==> config.mk <==
export PLATFORM = sky130hd
export DESIGN_NAME = t07_spi_tft_writer
export DESIGN_NICKNAME = d
export VERILOG_FILES = /design/src/rtl/t07_spi_tft_writer.sv
export SDC_FILE = /design/constraint.sdc
export NUM_CORES = 1
export LEC_CHECK = 0
export ABC_AREA = 1
export BUFFER_PORTS_ARGS = -buffer_cell sky130_fd_sc_hd__buf_2
export CAP_MARGIN = 30
export CORE_ASPECT_RATIO = 1.25
export CORE_MARGIN = 2
export CORE_UTILIZATION = 45
export CTS_BUF_LIST = sky130_fd_sc_hd__clkbuf_8
export DETAILED_ROUTE_END_ITERATION = 10
export PLACE_DENSITY = 0.79
export SLEW_MARGIN = 0
export SYNTH_ARGS = -nofsm -noshare
export SYNTH_HDL_FRONTEND = slang
export SYNTH_SLANG_ARGS = --single-unit
==> constraint.sdc <==
create_clock -name clk -period 2 [get_ports clk]
set_input_delay 0.4 -clock clk [delete_from_list [all_inputs] [get_ports clk]]
set_output_delay 0.4 -clock clk [all_outputs]
set_load 0.05 [all_outputs]
==> src/rtl/t07_spi_tft_writer.sv <==
// Write-only SPI (mode 0, MSB first) bridge from the MMIO display window to a TFT panel.
// Stalls the CPU through busyTFT_o for the whole transfer plus the CS hold time.
`timescale 1ns/1ps

module t07_spi_tft_writer #(
    parameter int CLK_DIV   = 2,
    parameter int BASE_ADDR = 1792
) (
    input  logic        clk,
    input  logic        nrst,
    input  logic        displayWrite_i,
    input  logic [31:0] displayAddr_i,
    input  logic [31:0] displayData_i,
    output logic        busyTFT_o,
    output logic        spi_sclk_o,
    output logic        spi_mosi_o,
    output logic        spi_cs_n_o,
    output logic        spi_dc_o
);

    typedef enum logic [1:0] {
        IDLE,
        SHIFT,
        HOLD,
        DONE
    } state_t;

    localparam int                DIV_W    = (CLK_DIV > 1) ? $clog2(CLK_DIV) : 1;
    localparam logic [DIV_W-1:0] DIV_LAST = DIV_W'(CLK_DIV - 1);

    state_t            state_q, state_d;
    logic [31:0]       shift_q;
    logic [5:0]        bit_cnt_q;
    logic [DIV_W-1:0]  div_q;
    logic              sclk_q, cs_n_q, dc_q;

    logic [31:0]       off;
    logic              mapped;
    logic [31:0]       load_word;
    logic [5:0]        load_cnt;
    logic              load_dc;
    logic              accept, half_end, last_fall;

    // Payload is left-aligned so the first bit out is always shift_q[31].
    // NOTE: every signal assigned in always_comb gets a default first, otherwise a latch is inferred.
    always_comb begin
        off       = displayAddr_i - 32'(BASE_ADDR);
        mapped    = 1'b1;
        load_word = '0;
        load_cnt  = '0;
        load_dc   = 1'b1;
        case (off)
            32'd1: begin
                load_word = {displayData_i[7:0], 24'h0};
                load_cnt  = 6'd8;
                load_dc   = 1'b0;
            end
            32'd2: begin
                load_word = {displayData_i[7:0], 24'h0};
                load_cnt  = 6'd8;
            end
            32'd3: begin
                load_word = {displayData_i[15:0], 16'h0};
                load_cnt  = 6'd16;
            end
            32'd4: begin
                load_word = displayData_i;
                load_cnt  = 6'd32;
            end
            default: mapped = 1'b0;
        endcase
    end

    assign accept    = (state_q == IDLE) && displayWrite_i && mapped;
    assign half_end  = (div_q == DIV_LAST);
    assign last_fall = sclk_q && half_end && (bit_cnt_q == 6'd1);

    // NOTE: sequential state uses non-blocking assignments so every flop samples pre-edge values.
    always_ff @(posedge clk or negedge nrst) begin
        if (!nrst) state_q <= IDLE;
        else       state_q <= state_d;
    end

    always_comb begin
        state_d = state_q;
        case (state_q)
            IDLE:    if (accept)    state_d = SHIFT;
            SHIFT:   if (last_fall) state_d = HOLD;
            HOLD:    if (half_end)  state_d = DONE;
            DONE:                   state_d = IDLE;
            default:                state_d = IDLE;
        endcase
    end

    // Shift path: SCLK rises at the end of a low half, falls (and shifts) at the end of a high half.
    always_ff @(posedge clk or negedge nrst) begin
        if (!nrst) begin
            shift_q   <= '0;
            bit_cnt_q <= '0;
            div_q     <= '0;
            sclk_q    <= 1'b0;
            cs_n_q    <= 1'b1;
            dc_q      <= 1'b0;
        end else begin
            case (state_q)
                IDLE: begin
                    if (accept) begin
                        shift_q   <= load_word;
                        bit_cnt_q <= load_cnt;
                        dc_q      <= load_dc;
                        cs_n_q    <= 1'b0;
                        div_q     <= '0;
                        sclk_q    <= 1'b0;
                    end
                end
                SHIFT: begin
                    if (half_end) begin
                        div_q <= '0;
                        if (!sclk_q) begin
                            sclk_q <= 1'b1;
                        end else begin
                            sclk_q    <= 1'b0;
                            shift_q   <= {shift_q[30:0], 1'b0};
                            bit_cnt_q <= bit_cnt_q - 6'd1;
                        end
                    end else begin
                        div_q <= div_q + DIV_W'(1);
                    end
                end
                HOLD: begin
                    if (half_end) begin
                        div_q  <= '0;
                        cs_n_q <= 1'b1;
                    end else begin
                        div_q <= div_q + DIV_W'(1);
                    end
                end
                default: ;
            endcase
        end
    end

    // After the last bit has been shifted out the register is all zeros, so MOSI idles low.
    always_comb begin
        busyTFT_o  = nrst && (accept || (state_q == SHIFT) || (state_q == HOLD));
        spi_sclk_o = sclk_q;
        spi_mosi_o = shift_q[31];
        spi_cs_n_o = cs_n_q;
        spi_dc_o   = dc_q;
    end

endmodule
==> summary.txt, run 1 <==
Final count of negative-setup-slack endpoints: 45
Worst setup path class: in -> out
Average wire length per cell after detail routing: 18.4 um
Cell internal pwr: 1.45 mW
Remaining antenna violation count after routing: 0
Number of detailed-route iterations in the first pass: 10
Number of global-route vias before repair: 4693
Row cnt: 36
Initial DRC Count: 642
Reg-to-Reg Start: state_q[1]
Hold-fix buffer count after cts: 0
Placed Cells: 782
Slowest-stage cell, CP: sky130_fd_sc_hd__buf_6
Detailed placement HPWL: 7850 um
Clock share of power: 38.0%
Number of standard cells in the final layout excluding fillers: 826
I/O Buffers: 71
Number of standard cells after synthesis: 576
Maximum capacitance violations: 0
Worst hold path class: in -> async
Critical path startpoint category: input pin
Total Neg Setup Slack: -19.84 ns
Overall routing resource usage: 31.3%
Overflow left after global routing: 0
DRC errors left: 0
Detailed Route WL: 15200 um
Depth of the critical timing path with buffers and inverters included: 16
Shortest period the worst path allows: 2.54 ns
Family of cells with the greatest summed delay on the critical path: simple AND/OR/NAND/NOR gates
Crit-path max cell delay: 0.18 ns
Peak Freq: 0.394 GHz
Worst Path Required: 1.60 ns
Run status: finished with violations
Static leakage power: 2.95 nW
Violations in the final reports: setup timing
Launching element of the worst setup path: displayAddr_i[14]
Initial core utilization: 45.9%
Final WS setup: -0.539 ns
Sequential element share of the synthesized area: 31.0%
Switching fraction of total power: 27.2%
Area of the core: 0.00775 mm^2
Portion of the clock cycle consumed by the worst path in the final layout: 127%
Cts bufs inserted: 5
Number of antenna violations at the first check in global routing: 0
Filler cell count: 500
Biggest area consumer among synthesized cells: sky130_fd_sc_hd__dfrtp_1
Peak supply drop: 0.313 mV
Layout Nets: 802
Die area: 0.00864 mm^2
Final antenna diode count: 0
Cell chain of the critical path: buf_2 -> nor2_4 -> nand2_2 -> nor2_4 -> buf_4 -> nand3_1 -> nand2_1 -> nand3_2 -> nor2_2 -> nand2_4 -> nor2_8 -> o21ai_4 -> nand2_2 -> nand2_4 -> a31oi_4 -> buf_6
Buffer cell driving the clock tree root: sky130_fd_sc_hd__clkbuf_8
Worst skew pair latency: 0.32 ns
Synthesized flop and latch total: 44
Area contributors post-synth: sky130_fd_sc_hd__dfrtp_1, sky130_fd_sc_hd__nand2_1, sky130_fd_sc_hd__nand3_1, sky130_fd_sc_hd__nor2_1, sky130_fd_sc_hd__inv_1
Syn_area_per_cell: 6.18 um^2
Hold violation count in the final report: 0
Slew of the pin with the lowest slew margin: 0.647 ns
Worst Path Arrival: 2.14 ns
Worst-path clk slew: 0.09 ns
Part of the power in combinational logic: 17.4%
Final design utilization: 73.1%
Part of the power in registers: 44.7%
Die Wd: 83.5 um
Largest net degree at the start of global routing: 45
Maximum number of buffers from clock root to sink: 2
Number of distinct library cells after synthesis: 35
Number of I/O pins: 72
Pwr Density: 352 mW/mm^2
Mapped Nets: 648
Setup clock skew after layout: 0.0112 ns
Die height: 103 um
Net Switching: 0.541 mW
Overall power after layout: 1.99 mW
Gp weighted congestion: 0.927
Layout overhead on the synthesized area: 59.2%
Post-synth top area share: 30.2%
Depth of the worst register-to-register path: 7
Post-synthesis instance area: 0.00356 mm^2
CTS tree: done
Total via count in the routed design: 4937
Total count of max-transition violations in the final report: 0
Setup repair after global routing missed its margin: true
Crit. End Element: output pin
Clock net sink count: 44
Fraction of final layout cells with drive strength greater than 1: 41.7%
Crit path max fanout: 4
Slew margin rel.: 56.9%
WP buf/inv: 3
Average vias per placed instance: 5.98
Global-route wire length before repair: 21700 um
H-tree lvl count: 2
Yosys warning count: 0
what timing repair did:
item	4_1_cts	5_1_grt
pin swaps	47	27
setup endpoints to repair	43	45
setup buffers	25	6
cloned	8	0
gates resized for setup	104	47
layer usage:
metal  vias up  GRT usage [%]  routed length [um]
met5         -              0                   0
met4         0           20.5                1400
met3       135           4.13                1060
met2       349           57.8                7550
met1      2289           34.1                5150
li1       2164              -                   -
placed cells by master, fill, tap and decap left out, drive strengths merged, types with 3 or more instances in the layout:
master	Yosys	final
nand2	254	254
buf	12	169
nand3	111	111
nor2	59	59
dfrtp	43	43
inv	32	32
nand4	11	11
o21ai	8	8
nand3b	7	7
clkbuf	10	6
nor3	6	6
ha	5	5
a21oi	4	4
xor2	3	3
sequential cells by signal (all words and copies together), names as in the netlist:
register and cells:
state_q 2, div_q 1, spi_dc_o 1, bit_cnt_q 6
spi_sclk_o 1, shift_q 32, spi_cs_n_o 1
cells in the mapped netlist:
cell,number
sky130_fd_sc_hd__nand2_1,249
sky130_fd_sc_hd__nand3_1,109
sky130_fd_sc_hd__nor2_1,45
sky130_fd_sc_hd__dfrtp_1,43
sky130_fd_sc_hd__inv_1,30
sky130_fd_sc_hd__nor2_2,12
sky130_fd_sc_hd__nand4_1,11
sky130_fd_sc_hd__clkbuf_1,10
sky130_fd_sc_hd__buf_2,8
sky130_fd_sc_hd__nand3b_1,7
sky130_fd_sc_hd__ha_1,5
sky130_fd_sc_hd__o21ai_0,5
sky130_fd_sc_hd__nor3_1,4
sky130_fd_sc_hd__a21oi_1,3
sky130_fd_sc_hd__buf_6,3
sky130_fd_sc_hd__nand2_2,3
sky130_fd_sc_hd__xor2_1,3
sky130_fd_sc_hd__inv_2,2
sky130_fd_sc_hd__nand2_4,2
sky130_fd_sc_hd__nand3_2,2
sky130_fd_sc_hd__nor3_2,2
sky130_fd_sc_hd__o21ai_2,2
sky130_fd_sc_hd__o31ai_1,2
sky130_fd_sc_hd__or2_2,2
sky130_fd_sc_hd__xnor2_1,2
sky130_fd_sc_hd__a21o_1,1
sky130_fd_sc_hd__a21oi_4,1
sky130_fd_sc_hd__a31oi_1,1
sky130_fd_sc_hd__buf_4,1
sky130_fd_sc_hd__clkinv_1,1
sky130_fd_sc_hd__dfstp_2,1
sky130_fd_sc_hd__nor2_4,1
sky130_fd_sc_hd__nor2_8,1
sky130_fd_sc_hd__o21ai_1,1
sky130_fd_sc_hd__o21bai_1,1
logic make-up (layout without fill, tap and decap cells):
family                     Yosys count  count (layout)  synth area share [%]
DFF                                 44              44                  31.0
and+or+nand+nor                    450             450                  56.0
AOI/OAI and AO/OA                   17              17                  3.24
adders and majority gates            5               5                  1.76
xor gates and xnor gates             5               5                  1.23
buffers and inverters               55             210                  6.82
power by group through the flow:
stage	clock network, mW	logic [mW]	registers (mW)
6_report	0.756	0.345	0.889
5_1_grt	0.799	0.365	0.889
4_1_cts	0.756	0.305	0.889
3_5_place_dp	0	0.270	0.907
3_3_place_gp	0	0.265	0.907
2_1_floorplan	0	0.0808	0.907
layout make-up:
class	instances	area (um^2)	share of cell area [%]
Tap cell	95	119	2.10
Sequential cell	44	1100	19.5
Timing Repair Buffer	169	1430	25.2
Clock inverter	2	38.8	0.685
Inverter	33	134	2.36
Clock buffer	6	82.6	1.46
Multi-Input combinational cell	477	2760	48.7
final timing paths:
check	endpoint	slack [ns]
setup / recovery	busyTFT_o	-0.54
hold / removal	shift_q[12]	0.26
setup reg to reg	bit_cnt_q[2]	-0.12
hold reg to reg	shift_q[31]	0.48
max in group asynchronous	state_q[1]	1.32
min in group clk	shift_q[10]	0.44
metrics by stage:
stage / area, um^2 / hold slack [ns] / worst slack, ns
floorplan: 3720 / 0.104 / -0.292
global placement: 4550 / 0.453 / -0.527
detailed placement: 4550 / 0.460 / -0.584
CTS: 5490 / 0.291 / -0.417
global route: 5660 / 0.293 / -0.633
finish: 5660 / 0.264 / -0.539
Note: power is estimated with default switching activity, not from simulation.
==> run 2: changes to the inputs <==
--- a/config.mk
+++ b/config.mk
@@ -9,10 +9,11 @@
 export BUFFER_PORTS_ARGS = -buffer_cell sky130_fd_sc_hd__buf_2
 export CAP_MARGIN = 30
 export CORE_ASPECT_RATIO = 1.25
-export CORE_MARGIN = 2
+export CORE_MARGIN = 5
 export CORE_UTILIZATION = 45
 export CTS_BUF_LIST = sky130_fd_sc_hd__clkbuf_8
 export DETAILED_ROUTE_END_ITERATION = 10
+export GPL_ROUTABILITY_DRIVEN = 0
 export PLACE_DENSITY = 0.79
 export SLEW_MARGIN = 0
 export SYNTH_ARGS = -nofsm -noshare
==> run 2 against run 1 <==
  * The run still ends with setup timing left
  * Clock power is 2% higher
  * First-iteration DRC count increased by 13%
  * Sequential share of layout area down 0.50 points
  * Sequential power barely moved
  * Highest routed layer unchanged
==> summary.txt, run 2 (synthesized netlist as in run 1, its figures left out) <==
Run status: finished with violations (unchanged)
Violations in the final reports: setup timing (unchanged)
Slew margin rel.: 54.4% (was 56.9%)
Layout overhead on the synthesized area: 63.4% (was 59.2%)
Row cnt: 36 (unchanged)
Cell internal pwr: 1.45 mW (about the same)
Overall power after layout: 2.02 mW (was 1.99 mW)
Total count of max-transition violations in the final report: 0 (unchanged)
Leading cell type in the layout, fill and taps excluded: sky130_fd_sc_hd__nand2_1 (unchanged)
Die Wd: 89.5 um (was 83.5 um)
Crit path top cell by count: sky130_fd_sc_hd__nand2_1
Part of the power in combinational logic: 17.8% (was 17.4%)
Final design utilization: 75.0% (was 73.1%)
Detailed Route WL: 17000 um (was 15200 um)
Largest net degree at the start of global routing: 45 (unchanged)
Final antenna diode count: 0 (unchanged)
Setup repair after global routing missed its margin: true (unchanged)
Reg-to-Reg Start: state_q[0] (was state_q[1])
Worst hold slack after final layout: 0.270 ns (was 0.264 ns)
Cell chain of the critical path: buf_6 -> nor2_4 -> nand2_4 -> nor2_4 -> nand2_1 -> nand2_1 -> buf_4 -> buf_4 -> buf_4 -> nand2_2 -> nor2_2 -> nand3_1 -> nor2_4 -> buf_12 -> o31ai_4 -> nor2_2 -> buf_6 -> nand2_1 -> nand2_1 -> nand3_1 -> nand2_1 (was buf_2 -> nor2_4 -> nand2_2 -> nor2_4 -> buf_4 -> nand3_1 -> nand2_1 -> nand3_2 -> nor2_2 -> nand2_4 -> nor2_8 -> o21ai_4 -> nand2_2 -> nand2_4 -> a31oi_4 -> buf_6)
Pwr Density: 348 mW/mm^2 (was 352 mW/mm^2)
Maximum capacitance violations: 0 (unchanged)
Remaining antenna violation count after routing: 0 (unchanged)
Area after DPL: 0.00456 mm^2 (was 0.00455 mm^2)
WP buf/inv: 6 (was 3)
Overflow left after global routing: 0 (unchanged)
Total via count in the routed design: 5200 (was 4937)
Global-route wire length before repair: 23500 um (was 21700 um)
Die area: 0.00979 mm^2 (was 0.00864 mm^2)
Worst Path Required: 2.24 ns (was 1.60 ns)
Fraction of final layout cells with drive strength greater than 1: 48.4% (was 41.7%)
Slowest-stage cell, CP: sky130_fd_sc_hd__nor2_4 (was sky130_fd_sc_hd__buf_6)
Net Switching: 0.571 mW (was 0.541 mW)
Cts bufs inserted: 5 (unchanged)
Worst hold path class: in -> async (unchanged)
Worst-path clk slew: 0.10 ns (was 0.09 ns)
Average wire length per cell after detail routing: 20.7 um (was 18.4 um)
Maximum number of buffers from clock root to sink: 2 (unchanged)
Die height: 109 um (was 103 um)
Total Neg Setup Slack: -21.48 ns (was -19.84 ns)
Crit. End Element: register (was output pin)
Clock net sink count: 44 (unchanged)
Most frequent cells in the layout: sky130_fd_sc_hd__nand2_1, sky130_fd_sc_hd__nand3_1, sky130_fd_sc_hd__nand2_2, sky130_fd_sc_hd__buf_4, sky130_fd_sc_hd__buf_2 (was sky130_fd_sc_hd__nand2_1, sky130_fd_sc_hd__buf_4, sky130_fd_sc_hd__nand3_1, sky130_fd_sc_hd__buf_2, sky130_fd_sc_hd__nand3_2)
Portion of the clock cycle consumed by the worst path in the final layout: 131% (was 127%)
Clock share of power: 38.3% (was 38.0%)
Number of global-route vias before repair: 4997 (was 4693)
Launching element of the worst setup path: displayAddr_i[13] (was displayAddr_i[14])
Buffer cell driving the clock tree root: sky130_fd_sc_hd__clkbuf_8 (unchanged)
Shortest period the worst path allows: 2.62 ns (was 2.54 ns)
Worst skew pair latency: 0.32 ns (about the same)
Final WS setup: -0.617 ns (was -0.539 ns)
Total non-filler cell area in the finished layout: 0.00581 mm^2 (was 0.00566 mm^2)
Worst Path Arrival: 2.86 ns (was 2.14 ns)
Filler cell count: 446 (was 500)
DRC errors left: 0 (unchanged)
Hold violation count in the final report: 0 (unchanged)
Family of cells with the greatest summed delay on the critical path: simple AND/OR/NAND/NOR gates (unchanged)
Number of antenna violations at the first check in global routing: 0 (unchanged)
Peak supply drop: 0.386 mV (was 0.313 mV)
Initial DRC Count: 728 (was 642)
Slew of the pin with the lowest slew margin: 0.685 ns (was 0.647 ns)
Switching fraction of total power: 28.2% (was 27.2%)
Overall routing resource usage: 31.1% (was 31.3%)
Final count of negative-setup-slack endpoints: 45 (unchanged)
Initial core utilization: 45.9% (unchanged)
Part of the power in registers: 44.0% (was 44.7%)
Number of I/O pins: 72 (unchanged)
Layout Nets: 796 (was 802)
CTS tree: done (unchanged)
Max reg flops: 32 (unchanged)
Area of the core: 0.00775 mm^2 (unchanged)
Setup clock skew after layout: 0.0178 ns (was 0.0112 ns)
Largest registers in the final layout: shift_q (32), bit_cnt_q (6), state_q (2) (unchanged)
Multi-input combinational cell area: 0.00300 mm^2 (was 0.00276 mm^2)
Static leakage power: 2.92 nW (was 2.95 nW)
Sequential Area: 0.00110 mm^2 (unchanged)
Crit-path max cell delay: 0.21 ns (was 0.18 ns)
Worst setup path class: in -> reg (was in -> out)
Crit path max fanout: 8 (was 4)
Average vias per placed instance: 6.34 (was 5.98)
Peak Freq: 0.382 GHz (was 0.394 GHz)
Number of detailed-route iterations in the first pass: 9 (was 10)
H-tree lvl count: 2 (unchanged)
Detailed placement HPWL: 8220 um (was 7850 um)
Critical path startpoint category: input pin (unchanged)
I/O Buffers: 71 (unchanged)
Register bank with the most flops: shift_q (unchanged)
run 2: cell count changes in the layout (fill, tap and decap cells not counted), sizes merged:
cell | before | now
buf | 169 | 161
clkbuf | 6 | 7
inv | 32 | 33
run 2: final cells by class:
class                           instances  share of cell area, %
Sequential cell                        44                   19.0
Clock inverter                          2                  0.667
Multi-Input combinational cell        477                   51.6
Clock buffer                            6                   1.42
Timing Repair Buffer                  162                   22.8
Inverter                               33                   2.30
Tap cell                               95                   2.05
Timing Repair inverter                  1                  0.151
run 2: power groups by stage:
stage | combinational (mW) | sequential [mW] | clock, mW
after detailed placement | 0.272 | 0.907 | 0
after CTS | 0.306 | 0.889 | 0.754
after floorplan | 0.0808 | 0.907 | 0
final | 0.359 | 0.889 | 0.774
after global routing | 0.374 | 0.889 | 0.796
after global placement | 0.266 | 0.907 | 0
run 2: final timing paths:
path / to / slack, ns / cells past startpoint
worst max-delay path: shift_q[26] / -0.62 / 21
worst min-delay path: shift_q[13] / 0.27 / 2
worst max register to register: shift_q[23] / -0.08 / 11
worst min register to register: shift_q[16] / 0.49 / 2
max in group asynchronous: shift_q[0] / 1.30 / 2
min in group clk: shift_q[11] / 0.45 / 5
run 2: worst reg2reg max path, stage by stage, from the launching register on:
cell                       delay, ns
sky130_fd_sc_hd__dfrtp_1        0.38
sky130_fd_sc_hd__inv_1          0.07
sky130_fd_sc_hd__ha_1           0.23
sky130_fd_sc_hd__inv_1          0.14
sky130_fd_sc_hd__nor2_1         0.07
sky130_fd_sc_hd__a21oi_1        0.30
sky130_fd_sc_hd__clkinv_1       0.22
sky130_fd_sc_hd__nand3_4        0.18
sky130_fd_sc_hd__buf_6          0.16
sky130_fd_sc_hd__buf_16         0.15
sky130_fd_sc_hd__nand2_4        0.04
sky130_fd_sc_hd__nand2_1        0.08
run 2: through the flow:
step | std cells | worst slack, ns
floorplan | 576 | -0.292
global placement | 784 | -0.513
detailed placement | 784 | -0.585
CTS | 819 | -0.401
global route | 820 | -0.701
finish | 820 | -0.617
run 2: layer usage:
layer / GRT usage, % / vias to the layer above / wire, um
met3: 4.80 / 192 / 1740
li1: - / 2152 / -
met4: 21.3 / 0 / 1530
met1: 34.2 / 2383 / 5560
met5: 0 / - / 0
met2: 53.8 / 473 / 8150
run 2: timing repair:
item | 4_1_cts | 5_1_grt
gates cloned | 8 | 1
setup buffers | 27 | 6
resized for setup | 122 | 113
hold buffers | 0 | 0
pin swaps | 55 | 50
endpoints found under the setup margin | 44 | 45
